[src/rtl/if_fetch_unit.sv]
// if_fetch_unit: instruction-fetch stage feeding the IF/ID register.
//
// Owns the program counter, issues word fetches on a req/ready memory port
// (wait states allowed, zero-wait supported), buffers up to two fetched
// words, predecodes branch/jump opcodes on the buffer head and drives a
// bubble/flush strobe towards IF/ID.
//
// Ports:
//   clk, reset            rising-edge clock, synchronous active-high reset
//   stall                 IF/ID not accepting this cycle
//   redirect_valid/_pc    flush and refetch from redirect_pc (low 2 bits ignored)
//   imem_req/addr         memory request, held stable until imem_ready
//   imem_ready/rdata      memory response; transfer = imem_req & imem_ready
//   PC, inCode            head entry fetch address + 4 and instruction (0 when empty)
//   branch, jump, BEQ, BNE  predecode flags of head (0 when empty)
//   fetch_valid           buffer non-empty
//   stall_branch          bubble/flush strobe to IF/ID
//
// Optional feature: define FETCH_JUMP_SHORTCUT_EN to redirect the fetch PC
// directly to the target of a fetched J/JAL instead of pc+4.
module if_fetch_unit #(
    parameter logic [31:0] RESET_PC = 32'h0000_0000
) (
    input  logic        clk,
    input  logic        reset,
    input  logic        stall,
    input  logic        redirect_valid,
    input  logic [31:0] redirect_pc,
    output logic        imem_req,
    output logic [31:0] imem_addr,
    input  logic        imem_ready,
    input  logic [31:0] imem_rdata,
    output logic [31:0] PC,
    output logic [31:0] inCode,
    output logic        branch,
    output logic        jump,
    output logic        BEQ,
    output logic        BNE,
    output logic        fetch_valid,
    output logic        stall_branch
);

    typedef enum logic {FETCH, DRAIN} state_t;

    state_t      state, state_nxt;
    logic [31:0] pc_reg, pc_nxt;
    logic [31:0] drain_addr, drain_addr_nxt;
    // Holds the request low for one cycle after reset so memory sees a clean idle.
    logic        req_en;
    logic [31:0] buf_pc   [2];
    logic [31:0] buf_inst [2];
    logic        rd_ptr, wr_ptr;
    logic [1:0]  count;
    logic        push, pop;
    logic [31:0] pc_plus4, redirect_aligned;
    logic [5:0]  op;

    assign pc_plus4         = pc_reg + 32'd4;
    assign redirect_aligned = redirect_pc & ~32'h0000_0003;

    always_ff @(posedge clk) begin
        if (reset) state <= FETCH;
        else       state <= state_nxt;
    end

    always_comb begin
        state_nxt      = state;
        pc_nxt         = pc_reg;
        drain_addr_nxt = drain_addr;
        imem_req       = 1'b0;
        imem_addr      = pc_reg;
        push           = 1'b0;
        case (state)
            FETCH: begin
                imem_req  = req_en & (count < 2'd2);
                imem_addr = pc_reg;
                if (redirect_valid) begin
                    pc_nxt = redirect_aligned;
                    // A request already on the bus must complete before the new one.
                    if (imem_req && !imem_ready) begin
                        state_nxt      = DRAIN;
                        drain_addr_nxt = pc_reg;
                    end
                end else if (imem_req && imem_ready) begin
                    push   = 1'b1;
                    pc_nxt = pc_plus4;
`ifdef FETCH_JUMP_SHORTCUT_EN
                    if (imem_rdata[31:27] == 5'b00001)
                        pc_nxt = {pc_plus4[31:28], imem_rdata[25:0], 2'b00};
`endif
                end
            end
            DRAIN: begin
                // Finish the abandoned request; its data is dropped.
                imem_req  = 1'b1;
                imem_addr = drain_addr;
                if (redirect_valid) pc_nxt = redirect_aligned;
                if (imem_ready)     state_nxt = FETCH;
            end
            default: state_nxt = FETCH;
        endcase
    end

    assign fetch_valid = (count != 2'd0);
    assign pop         = fetch_valid & ~stall & ~redirect_valid;

    always_ff @(posedge clk) begin
        if (reset) begin
            pc_reg     <= RESET_PC;
            drain_addr <= '0;
            req_en     <= 1'b0;
            count      <= '0;
            rd_ptr     <= 1'b0;
            wr_ptr     <= 1'b0;
        end else begin
            pc_reg     <= pc_nxt;
            drain_addr <= drain_addr_nxt;
            req_en     <= 1'b1;
            if (redirect_valid) begin
                count  <= '0;
                rd_ptr <= 1'b0;
                wr_ptr <= 1'b0;
            end else begin
                if (push) wr_ptr <= ~wr_ptr;
                if (pop)  rd_ptr <= ~rd_ptr;
                count <= count + {1'b0, push} - {1'b0, pop};
            end
        end
    end

    // Buffer storage needs no reset: it is only observed while count != 0.
    always_ff @(posedge clk) begin
        if (push) begin
            buf_pc[wr_ptr]   <= pc_reg;
            buf_inst[wr_ptr] <= imem_rdata;
        end
    end

    assign PC     = fetch_valid ? buf_pc[rd_ptr] + 32'd4 : 32'd0;
    assign inCode = fetch_valid ? buf_inst[rd_ptr] : 32'd0;

    // inCode is zero when empty, and opcode 0 matches no flag.
    assign op     = inCode[31:26];
    assign BEQ    = (op == 6'b000100);
    assign BNE    = (op == 6'b000101);
    assign branch = BEQ | BNE;
    assign jump   = (op == 6'b000010) | (op == 6'b000011);

    assign stall_branch = redirect_valid | (~fetch_valid & ~stall);

endmodule

[config.mk]
export PLATFORM = sky130hd
export DESIGN_NAME = if_fetch_unit
export DESIGN_NICKNAME = d
export VERILOG_FILES = /design/src/rtl/if_fetch_unit.sv
export SDC_FILE = /design/constraint.sdc
export NUM_CORES = 1
export LEC_CHECK = 0
export ABC_AREA = 1
export CAP_MARGIN = 40
export CORE_UTILIZATION = 53
export DETAILED_ROUTE_END_ITERATION = 7
export PLACE_DENSITY = 0.86
export SLEW_MARGIN = 10
export SYNTH_ARGS = -nofsm -noshare
export SYNTH_HDL_FRONTEND = slang
export SYNTH_SLANG_ARGS = --single-unit
[constraint.sdc]
create_clock -name clk -period 4.4 [get_ports clk]
set_clock_uncertainty 0.1 [all_clocks]
set_input_delay 0.44 -clock clk [delete_from_list [all_inputs] [get_ports clk]]
set_output_delay 0.44 -clock clk [all_outputs]
set_load 0.1 [all_outputs]
# == Word level (Yosys, flattened, before mapping) ==
# Memory sizes are Yosys's and may differ from the RTL's. A register that Yosys moved wholly into a read port is not among the register bits.
# Cells that the tools add are included.
# totals
romBits,0
ramBits,128
latchBits,0
memories,2
register_bits,70
elab_cells,62
# classes
n_addsub,4
n_reduce_logical,7
muxes,22
n_mul,0
n_lt_le_gt_ge,1
bitwise_logic,13
shift,0
div_mod_pow,0
n_eq_ne,6
# memory_table
name,words,word_bits,read_ports,rd_ports_with_merged_regs,wr,line,text
buf_inst,2,32,1,1,1,51,logic [31:0] buf_inst [2];
buf_pc,2,32,1,1,1,50,logic [31:0] buf_pc [2];
# op_table
cell,count
two-way mux 32 bit,5
one-hot mux 32 bit (2 select lines),2
adder 32 x 3 -> 32 bit (second input constant),2
two-way mux 1 bit,13
== test 6 x 2 -> 1 bit (second input constant),2
== test 6 x 3 -> 1 bit (second input constant),2
NOT 1 bit,6
AND 1 bit,4
one-hot mux 1 bit (2 select lines),2
inequality test 3 bit (second input constant),1
OR 1 bit,3
AND reduction 3 bit,1
adder 2 x 1 -> 2 bit,1
logical AND 1 bit,2
less-than comparator 2 bit (second input constant),1
inequality test 2 bit (second input constant),1
AND reduction 2 bit,1
nonzero test 2 bit,1
OR reduction 2 bit,1
subtractor 2 x 1 -> 2 bit,1
zero test 1 bit,1

# == Longest topological paths before layout ==
# depth
word_depth,8
ltp_mapped,12
depth_no_buf,11

# == Least setup slack after synthesis ==
# OpenSTA, ideal clock, no wires.
# synth_timing
kind,register to output
from,register (tool-made name)
to,output port jump
arrival_ns,6.002
path_stages_with_launch,8
t_required_ns,3.860
slack_ns,-2.142
cell_sequence,dfxtp_1 inv_2 buf_6 buf_6 nor2_1 nor3_1 inv_1 nor4_1
# synth_rtl
element,line,text
"end, declared",36,"output logic jump,"

==> impl_metrics.ini <==
[route]
routed_wl_um = 27400
wl_per_cell_um = 16.3
dr.pass1.iters = 6
post-route-drc-count = 0
antenna_left = 0
drtIter0Drc = 773
vias_per_cell = 5.42
via_count = 9131

[logic_synthesis]
ys.flop_type = edfxtp_1
synthArstFlopShare = 0
ys_types = 43
synth_area_um2 = 9770
syn_area_per_cell_um2 = 7.84
synth_top_area_share = 0.381
yosysTopAreaCell = edfxtp_1
synth_edf_count = 124
netlist_instances = 1246
synth-seq-cells = 191
ys_warn_count = 0
ys_seq_area_frac = 0.518
synthTopCellsByArea = edfxtp_1 38%, nand2_1 16%, dfxtp_1 14%

[cts]
htreeDepth = 4
cts_setup_buffers = 0
clkTransAtPathRegs_ns = 0.07
cts_hold_buf = 0
clock_path_buffers = 2
tritoncts = yes
cts_sinks = 191
cts_root_buf = clkbuf_16
numCtsBuffers = 17
insertion_delay_ns = 0.44
ctsResizeCount = 0

[sta]
grt_setup_unrepaired = false
finalCritPeriodShare = 0.864
final.setup.tns_ns = 0
max_slew_margin = 0.451
fmax_mhz = 263
hold_viol_final = 0
min_period_ns = 3.80
worstMarginPinSlew_ns = 0.821
hold_ws_ns = 0.389
drv_slew = 0
setup_viol = 0

[grt]
antenna_found_initial = 0
grt_pass1_vias = 8616
grt_usage = 0.300
grt_max_degree = 47
grt_pass1_wl_um = 43100
globalRouteOverflowTotal = 0

[placed_design]
routabilityCongestion = 0.939
dp.cells = 1652
port_buffers = 165
dpl.hpwl_um = 19900

[final_layout]
postLayoutCoreUtil = 0.722
top_register = buf_inst
fin_cells = 1684
nNetsFinal = 1515
largest_reg_flops = 64
num_antenna_cells = 0
drive_above_1_share = 0.140
top_regs = buf_inst: 64 flops, buf_pc: 60 flops
syn_to_final_growth_pct = 33.1

[worst_setup_path]
required_ns = 3.86
end_kind = output pin
start_kind = flip-flop
critical_path_class = flip-flop to output pin
crit_fanout = 46
worst-endpoint-arrival_ns = 3.26
r2r_slack_ns = 1.78

[floorplanning]
fp.coreArea_um2 = 18000
initial_core_util = 0.542
die_w_um = 138
dieArea_um2 = 19000
io_pins = 172
die_y_um = 138
rows = 49

[pwr]
swShare = 0.315
power_uw = 4380
p_sw_uw = 1380
p_per_area_nw_per_um2 = 337
leakage_uw = 0.00520
power.share.sequential = 0.467
power.share.clock = 0.355
pwr-share-comb = 0.178
p_int_uw = 3000
ir_drop_mv = 0.306

[status]
status = finished, final reports clean

[worst_hold_path]
hold_path_class = flip-flop to flip-flop

[flow_run]
drv_cap = 0
placed cells by master, fill, tap and decap left out, types with 4 or more instances in the layout:
master / n
nand2_1: 419
nor2_1: 153
edfxtp_1: 124
clkdlybuf4s50_1: 118
a21oi_1: 105
inv_1: 92
o21ai_0: 86
dfxtp_1: 66
buf_4: 54
buf_8: 48
nand3_1: 32
nand2_2: 17
nor2_2: 17
clkbuf_16: 17
nand4_1: 11
xor2_1: 9
buf_16: 7
nor2_4: 6
inv_6: 6
nand3b_1: 5
nor3_1: 4
o21ai_2: 4
ha_1: 4
conb_1: 4
buf_12: 4
worst max-delay path: stages (launching register included):
cell and delay, ns:
dfxtp_4 0.50, buf_12 0.25, inv_6 0.22, nand2_1 0.10
nand2_2 0.14, ha_1 0.25, a21boi_2 0.27, nand2_1 0.20
nor3_4 0.29, nor2_1 0.07, a21oi_1 0.19, buf_4 0.33
synthesized netlist by cell type (9+ instances only):
| cell | n |
|---|---|
| clkbuf_1 | 29 |
| nand4_1 | 11 |
| o21ai_0 | 86 |
| nand3_1 | 32 |
| dfxtp_1 | 67 |
| nand2_1 | 419 |
| inv_1 | 92 |
| a21oi_1 | 107 |
| edfxtp_1 | 124 |
| xor2_1 | 9 |
| nor2_1 | 158 |
| nand2_2 | 17 |
| nor2_2 | 16 |
| buf_2 | 13 |
power by group through the flow:
stage | logic, uW | clock network [uW] | registers, uW
after global placement | 673 | 0 | 2080
after global routing | 822 | 1630 | 2050
after floorplan | 501 | 0 | 2050
after detailed placement | 770 | 0 | 2080
after CTS | 775 | 1550 | 2040
final | 777 | 1550 | 2050
final timing paths:
check | startpoint | to | cells after the start
hold / removal | drain_addr[4]$_SDFFE_PP0P_ | drain_addr[4]$_SDFFE_PP0P_ | 2
setup / recovery | flip-flop | PC[10] | 11
hold reg to reg | drain_addr[4]$_SDFFE_PP0P_ | drain_addr[4]$_SDFFE_PP0P_ | 2
setup reg to reg | state$_SDFF_PP0_ | buf_inst[0][0]$_DFFE_PP_ | 6
per-layer routing:
layer,vias to the layer above,share of wire,wire length [um],GRT usage
li1,4455,-,-,-
met1,4166,0.40,11000,0.375
met2,435,0.49,13300,0.511
met3,75,0.079,2160,0.0486
met4,0,0.033,892,0.130
met5,-,0,0,0
area by class of cell:
| cell class | count | area, um2 |
|---|---|---|
| flip-flops and latches | 191 | 5070 |
| clock buffers | 17 | 425 |
| repair buffers | 231 | 2580 |
| well taps | 229 | 287 |
| fillers | 1280 | 5020 |
| inverters | 94 | 358 |
| clock inverters | 15 | 175 |
| multi-input cells | 907 | 4110 |
stage by stage:
step	cell area, um2	setup WS [ns]
CTS	13000	0.594
global placement	11500	0.993
floorplan	9830	-0.657
global route	13000	0.363
detailed placement	12400	1.11
finish	13000	0.597
logic make-up after synthesis:
family	count (synthesis)	synth area share
simple gates	676	0.284
compound gates	210	0.112
flops	191	0.518
buf+inv	151	0.0684
xor+xnor	12	0.0108
fa+ha+maj	4	0.00512
other cells	1	0.000384
mux	1	0.00102
No activity file was read; power rests on OpenSTA's default activity.
